`config.mk`:
```
export PLATFORM = sky130hd
export DESIGN_NAME = morse_tx_symbol_core
export DESIGN_NICKNAME = d
export VERILOG_FILES = /design/src/rtl/morse_tx_symbol_core.sv
export SDC_FILE = /design/constraint.sdc
export NUM_CORES = 1
export LEC_CHECK = 0
export BUFFER_PORTS_ARGS = -buffer_cell sky130_fd_sc_hd__buf_2
export CAP_MARGIN = 20
export CORE_AREA = 10 10 120 122
export DETAILED_ROUTE_END_ITERATION = 10
export DIE_AREA = 0 0 130 132
export PLACE_DENSITY = 0.91
export SYNTH_ARGS = -nofsm -noshare
export SYNTH_HDL_FRONTEND = slang
export SYNTH_SLANG_ARGS = --single-unit
```
`constraint.sdc`:
```
create_clock -name clk -period 12.7 [get_ports clk]
set_clock_uncertainty 0.1 [all_clocks]
set_input_delay 1.27 -clock clk [delete_from_list [all_inputs] [get_ports clk]]
set_output_delay 1.27 -clock clk [all_outputs]
set_load 0.03 [all_outputs]
```
`src/rtl/morse_tx_symbol_core.sv`:
```
// Morse transmit front end: bit-period timer, ASCII-to-Morse code ROM and a
// character decoder that fetches characters over next and expands them into
// 3-bit symbols for the downstream shift-out stage.
module morse_tx_symbol_core (
    input  logic        clk,
    input  logic        rst_n,
    input  logic [31:0] bit_time,
    input  logic        start,
    input  logic [7:0]  char_in,
    input  logic        req,
    output logic        sample,
    output logic [2:0]  sym,
    output logic        next
);

    localparam logic [2:0] SYM_IDLE = 3'd0;
    localparam logic [2:0] SYM_DOT  = 3'd1;
    localparam logic [2:0] SYM_DASH = 3'd2;
    localparam logic [2:0] SYM_CGAP = 3'd3;
    localparam logic [2:0] SYM_WGAP = 3'd4;
    localparam logic [2:0] SYM_END  = 3'd5;

    typedef enum logic [1:0] {
        ST_INIT,
        ST_REQ,
        ST_LOAD,
        ST_EMIT
    } state_t;

    // ------------------------------------------------------------------
    // Bit-period timer
    // ------------------------------------------------------------------
    logic [31:0] cnt;
    logic [31:0] b_eff;
    logic [31:0] start_load;
    logic        wrap;

    assign b_eff = (bit_time == 32'd0) ? 32'd1 : bit_time;
    // >= keeps the counter bounded if bit_time shrinks below the current count
    assign wrap  = (cnt >= b_eff - 32'd1);

    // The start cycle itself stands for count B-1-floor(B/2), so the register
    // takes the count that follows it; this lands the next pulse floor(B/2)
    // clocks after start (one clock when B=1, where that count is already B-1).
    assign start_load = (b_eff == 32'd1) ? 32'd0 : (b_eff - (b_eff >> 1));

    // Gated by rst_n so a 1-clock period cannot pulse while held in reset.
    assign sample = rst_n & wrap & ~start;

    // Free-running period counter; start realigns and wins over wrap
    always_ff @(posedge clk or negedge rst_n) begin
        if (!rst_n) begin
            cnt <= 32'd0;
        end else if (start) begin
            cnt <= start_load;
        end else if (wrap) begin
            cnt <= 32'd0;
        end else begin
            cnt <= cnt + 32'd1;
        end
    end

    // ------------------------------------------------------------------
    // ASCII to Morse ROM: {len[2:0], pat[4:0]}, first element at pat[len-1],
    // 1 = dash. len 7 marks the specials (pat 0 word space, pat 1 end).
    // ------------------------------------------------------------------
    function automatic logic [7:0] morse_code(input logic [7:0] c);
        logic [7:0] u;
        u = ((c >= 8'h61) && (c <= 8'h7A)) ? (c - 8'h20) : c;
        case (u)
            8'h41: morse_code = 8'h41; // A .-
            8'h42: morse_code = 8'h88; // B -...
            8'h43: morse_code = 8'h8A; // C -.-.
            8'h44: morse_code = 8'h64; // D -..
            8'h45: morse_code = 8'h20; // E .
            8'h46: morse_code = 8'h82; // F ..-.
            8'h47: morse_code = 8'h66; // G --.
            8'h48: morse_code = 8'h80; // H ....
            8'h49: morse_code = 8'h40; // I ..
            8'h4A: morse_code = 8'h87; // J .---
            8'h4B: morse_code = 8'h65; // K -.-
            8'h4C: morse_code = 8'h84; // L .-..
            8'h4D: morse_code = 8'h43; // M --
            8'h4E: morse_code = 8'h42; // N -.
            8'h4F: morse_code = 8'h67; // O ---
            8'h50: morse_code = 8'h86; // P .--.
            8'h51: morse_code = 8'h8D; // Q --.-
            8'h52: morse_code = 8'h62; // R .-.
            8'h53: morse_code = 8'h60; // S ...
            8'h54: morse_code = 8'h21; // T -
            8'h55: morse_code = 8'h61; // U ..-
            8'h56: morse_code = 8'h81; // V ...-
            8'h57: morse_code = 8'h63; // W .--
            8'h58: morse_code = 8'h89; // X -..-
            8'h59: morse_code = 8'h8B; // Y -.--
            8'h5A: morse_code = 8'h8C; // Z --..
            8'h30: morse_code = 8'hBF; // 0 -----
            8'h31: morse_code = 8'hAF; // 1 .----
            8'h32: morse_code = 8'hA7; // 2 ..---
            8'h33: morse_code = 8'hA3; // 3 ...--
            8'h34: morse_code = 8'hA1; // 4 ....-
            8'h35: morse_code = 8'hA0; // 5 .....
            8'h36: morse_code = 8'hB0; // 6 -....
            8'h37: morse_code = 8'hB8; // 7 --...
            8'h38: morse_code = 8'hBC; // 8 ---..
            8'h39: morse_code = 8'hBE; // 9 ----.
            8'h20: morse_code = 8'hE0; // word space
            8'h03: morse_code = 8'hE1; // ETX -> end
            default: morse_code = 8'h00;
        endcase
    endfunction

    logic [7:0] rom_code;
    logic [2:0] rom_len;
    logic [4:0] rom_pat;
    logic [2:0] eff_len;
    logic [2:0] ld_idx;

    assign rom_code = morse_code(char_in);
    assign rom_len  = rom_code[7:5];
    assign rom_pat  = rom_code[4:0];
    // A stray len 6 is clamped to the 5 pattern bits that exist
    assign eff_len  = (rom_len > 3'd5) ? 3'd5 : rom_len;
    assign ld_idx   = eff_len - 3'd1;

    // ------------------------------------------------------------------
    // Character decoder
    // ------------------------------------------------------------------
    state_t     state;
    logic [4:0] pat;
    logic [2:0] idx;
    logic [2:0] idx_m1;

    assign idx_m1 = idx - 3'd1;

    // Fetch/expand FSM with registered sym and next
    always_ff @(posedge clk or negedge rst_n) begin
        if (!rst_n) begin
            state <= ST_INIT;
            sym   <= SYM_IDLE;
            next  <= 1'b0;
            pat   <= 5'd0;
            idx   <= 3'd0;
        end else begin
            next <= 1'b0;
            case (state)
                ST_INIT: begin
                    state <= ST_REQ;
                    next  <= 1'b1;
                end
                ST_REQ: begin
                    state <= ST_LOAD;
                end
                ST_LOAD: begin
                    pat <= rom_pat;
                    if (rom_len == 3'd0) begin
                        // unsupported byte: skip it and fetch again
                        state <= ST_REQ;
                        next  <= 1'b1;
                    end else begin
                        state <= ST_EMIT;
                        if (rom_len == 3'd7) begin
                            sym <= rom_pat[0] ? SYM_END : SYM_WGAP;
                        end else begin
                            idx <= ld_idx;
                            sym <= rom_pat[ld_idx] ? SYM_DASH : SYM_DOT;
                        end
                    end
                end
                ST_EMIT: begin
                    if (req) begin
                        if ((sym == SYM_DOT) || (sym == SYM_DASH)) begin
                            if (idx == 3'd0) begin
                                sym <= SYM_CGAP;
                            end else begin
                                idx <= idx_m1;
                                sym <= pat[idx_m1] ? SYM_DASH : SYM_DOT;
                            end
                        end else begin
                            // gap or end was the last symbol of this character
                            sym   <= SYM_IDLE;
                            state <= ST_REQ;
                            next  <= 1'b1;
                        end
                    end
                end
                default: begin
                    state <= ST_INIT;
                    sym   <= SYM_IDLE;
                end
            endcase
        end
    end

endmodule

```
==> flow_metrics.tcl <==
set metrics [dict create \
    place_congestion 0.960 \
    fin_cells 1085 \
    insertion_delay_ns 0.29 \
    seq_area_frac_synth_pct 15.7 \
    path_class "input port to output port" \
    area_growth_pct 5.80 \
    max_freq_ghz 0.136 \
    cts.repair.resized 0 \
    dp.cells 1076 \
    design_area_um2 7740 \
    fp.coreArea_um2 11900 \
    ios 49 \
    synth_compound_area_share_pct 22.3 \
    layout_commonest_cell "ha_1" \
    antenna_left 0 \
    use_met1_pct 27.7 \
    grt_pass1_wl_um 31600 \
    synthSimpleGateAreaFrac_pct 19.0 \
    met2_usage_pct 35.8 \
    postPlaceCellArea_um2 7570 \
    powerDensity_nw_per_um2 103 \
    setup_tns_ns 0 \
    intPower_uw 444 \
    max-cap-violations 0 \
    cts_inserted_buffers 5 \
    synth_adder_area_share_pct 22.7 \
    dpl.hpwl_um 15300 \
    pwr-share-clk_pct 16.6 \
    grt_use_total_pct 21.8 \
    postCtsHoldBufs 0 \
    critPathMaxFanout 3 \
    met3_usage_pct 2.53 \
    clk_pin_slew_ns 0.06 \
    hold_path_class "flop to flop" \
    root_buffer "clkbuf_16" \
    slew_headroom_pct 51.6 \
    first_global_vias 6709 \
    multi_input_area_um2 5640 \
    avgRoutedWirePerCell_um 17.4 \
    rows 40 \
    crit_path_start_kind "input port" \
    async_reset_ff_share_pct 100 \
    drc 0 \
    die_height_um 132 \
    grt_max_degree 48 \
    synthMuxAreaShare_pct 2.26 \
    drive_above_1_share_pct 8.53 \
    ys_types 80 \
    timing.hold.ws_ns 0.391 \
    p_seq_share_pct 30.4 \
    post-route-period-util_pct 57.9 \
    syn_inst 926 \
    fin_crit_ns 7.35 \
    ys_ff_latch 46 \
    power_leakage_nw 3.58 \
    via_count 6857 \
    rsz0062_at_grt "false" \
    synth-xor-area-share_pct 10.8 \
    arrival_ns 5.98 \
    fin_nets 1113 \
    synth.avg_cell_area_um2 7.90 \
    synth_top_family_by_area "adder cells" \
    comb_power_share_pct 53.1 \
    initial_core_util_pct 61.4 \
    syn_nets 1102 \
    ys.flop_type "dfrtp_1" \
    cts_tree "done" \
    clock_sinks 46 \
    netSwitchingFraction_pct 44.1 \
    cp_data_required_time_ns 11.33 \
    maxSlewViolCount 0 \
    first_pass_iters 5 \
    yosys_warnings 0 \
    hold_violations 0 \
    cts_buffer_depth 2 \
    die-area_um2 17200 \
    ctsHtreeMaxLevel 2 \
    nFillCells 1019 \
    io_buffers 48 \
    grt_overflow 0 \
    drtIter0Drc 730 \
    synth_edf_count 0 \
    status "finished, final reports clean" \
    drt-total-wl_um 18900 \
    vdd_ir_drop_max_mv 0.0717 \
    post-cts-setup-buffer-count 0 \
    antennaDiodeCount 0 \
    grt_antenna_before_repair 0 \
    grt-busiest-layer "met2" \
    regArea_um2 1150 \
    die_w_um 130 \
    p_switching_uw 351 \
    worst_slew_pin_slew_ns 0.720 \
    synthesis.area_um2 7320 \
    setup_viol 0 \
    routed_via_density 6.32 \
    setup.worst_path.end_class "output port" \
    final_cell_mix "ha_1, inv_1, xnor2_1" \
]
## cell type report
| type | instances | area share [%] |
|---|---|---|
| inverters | 87 | 4.22 |
| multi-input cells | 745 | 72.9 |
| clock inverters | 3 | 0.275 |
| clock buffers | 5 | 1.62 |
| repair buffers | 52 | 3.75 |
| flip-flops and latches | 46 | 14.9 |
| well taps | 147 | 2.38 |
## layer usage
metal | vias to the layer above | routed length (µm)
met5 | - | 0
met4 | 0 | 737
met3 | 55 | 1090
met2 | 269 | 8810
met1 | 3225 | 8300
li1 | 3308 | -
## worst max-delay path, cell delays in order
cell and delay [ns]:
buf_2 0.12, nor4_1 0.42, nand4_1 0.28, o21bai_1 0.30, inv_1 0.12, ha_1 0.21, nand2b_1 0.17, a21boi_0 0.26
o21ai_0 0.15, a21oi_1 0.23, o21ai_0 0.18, a31oi_1 0.27, nor2b_1 0.09, xnor2_1 0.13, ha_1 0.29, and3_1 0.17
nand2_1 0.08, nor2_1 0.13, a21boi_0 0.21, a211oi_1 0.09, o211ai_1 0.24, nand2_1 0.13, nor3b_1 0.21, buf_2 0.23
## Yosys cell counts, drive strengths merged, types with 7 or more instances
| cell | instances | area, µm² |
|---|---|---|
| ha | 131 | 1640 |
| inv | 87 | 327 |
| xnor2 | 61 | 534 |
| nand2 | 60 | 225 |
| nor2 | 57 | 221 |
| a21oi | 51 | 259 |
| dfrtp | 46 | 1150 |
| o21ai | 40 | 200 |
| clkbuf | 39 | 146 |
| xor2 | 29 | 254 |
| o22ai | 26 | 163 |
| nand3 | 22 | 110 |
| nand2b | 20 | 125 |
| nor4 | 18 | 113 |
| a21o | 17 | 128 |
| nor2b | 17 | 106 |
| nor3 | 16 | 80.1 |
| and3 | 13 | 81.3 |
| nand4 | 13 | 81.3 |
| o31ai | 13 | 108 |
| mux2i | 12 | 120 |
| a211oi | 11 | 87.6 |
| o211ai | 11 | 82.6 |
| o21bai | 10 | 75.1 |
| buf | 9 | 57.6 |
| and2 | 7 | 46.3 |
| o21a | 7 | 52.6 |
## per-stage QoR
step                      setup WS (ns)  total power [mW]  util [%]
after CTS                          5.45             0.787      64.8
final                              5.35             0.796      65.0
after floorplan                    6.17             0.550         -
after detailed placement           5.50             0.654      63.5
after global placement             5.57             0.638      63.5
after global routing               4.97             0.863      65.0
## worst paths after layout
kind	start	slack, ns	cells past startpoint	to
max	bit_time[17]	5.35	24	sample
min	idx[1]$_DFFE_PN0P_	0.39	2	idx[1]$_DFFE_PN0P_
max reg2reg	cnt[6]$_DFF_PN0_	9.67	11	cnt[24]$_DFF_PN0_
min reg2reg	idx[1]$_DFFE_PN0P_	0.39	2	idx[1]$_DFFE_PN0P_
max in group asynchronous	rst_n	11.11	2	cnt[25]$_DFF_PN0_
min in group asynchronous	rst_n	0.97	2	sym[0]$_DFFE_PN0P_
## registers in the layout, summed over array words and instances, names as in the netlist
name   cells
sym        3
pat        5
state      2
next       1
cnt       32
idx        3
## cell families after synthesis
group                      after synthesis
adders and majority gates              132
buffers and inverters                  135
xor gates and xnor gates                90
AOI/OAI and AO/OA                      241
muxes                                   15
and+or+nand+nor                        267
DFF                                     46
## power by group through the flow
stage,Clock [mW],Sequential [mW],Combinational [mW]
2_1_floorplan,0,0.242,0.307
3_3_place_gp,0,0.240,0.397
3_5_place_dp,0,0.243,0.411
4_1_cts,0.133,0.241,0.413
5_1_grt,0.140,0.249,0.474
6_report,0.132,0.242,0.422
(Power assumes the default switching activity.)
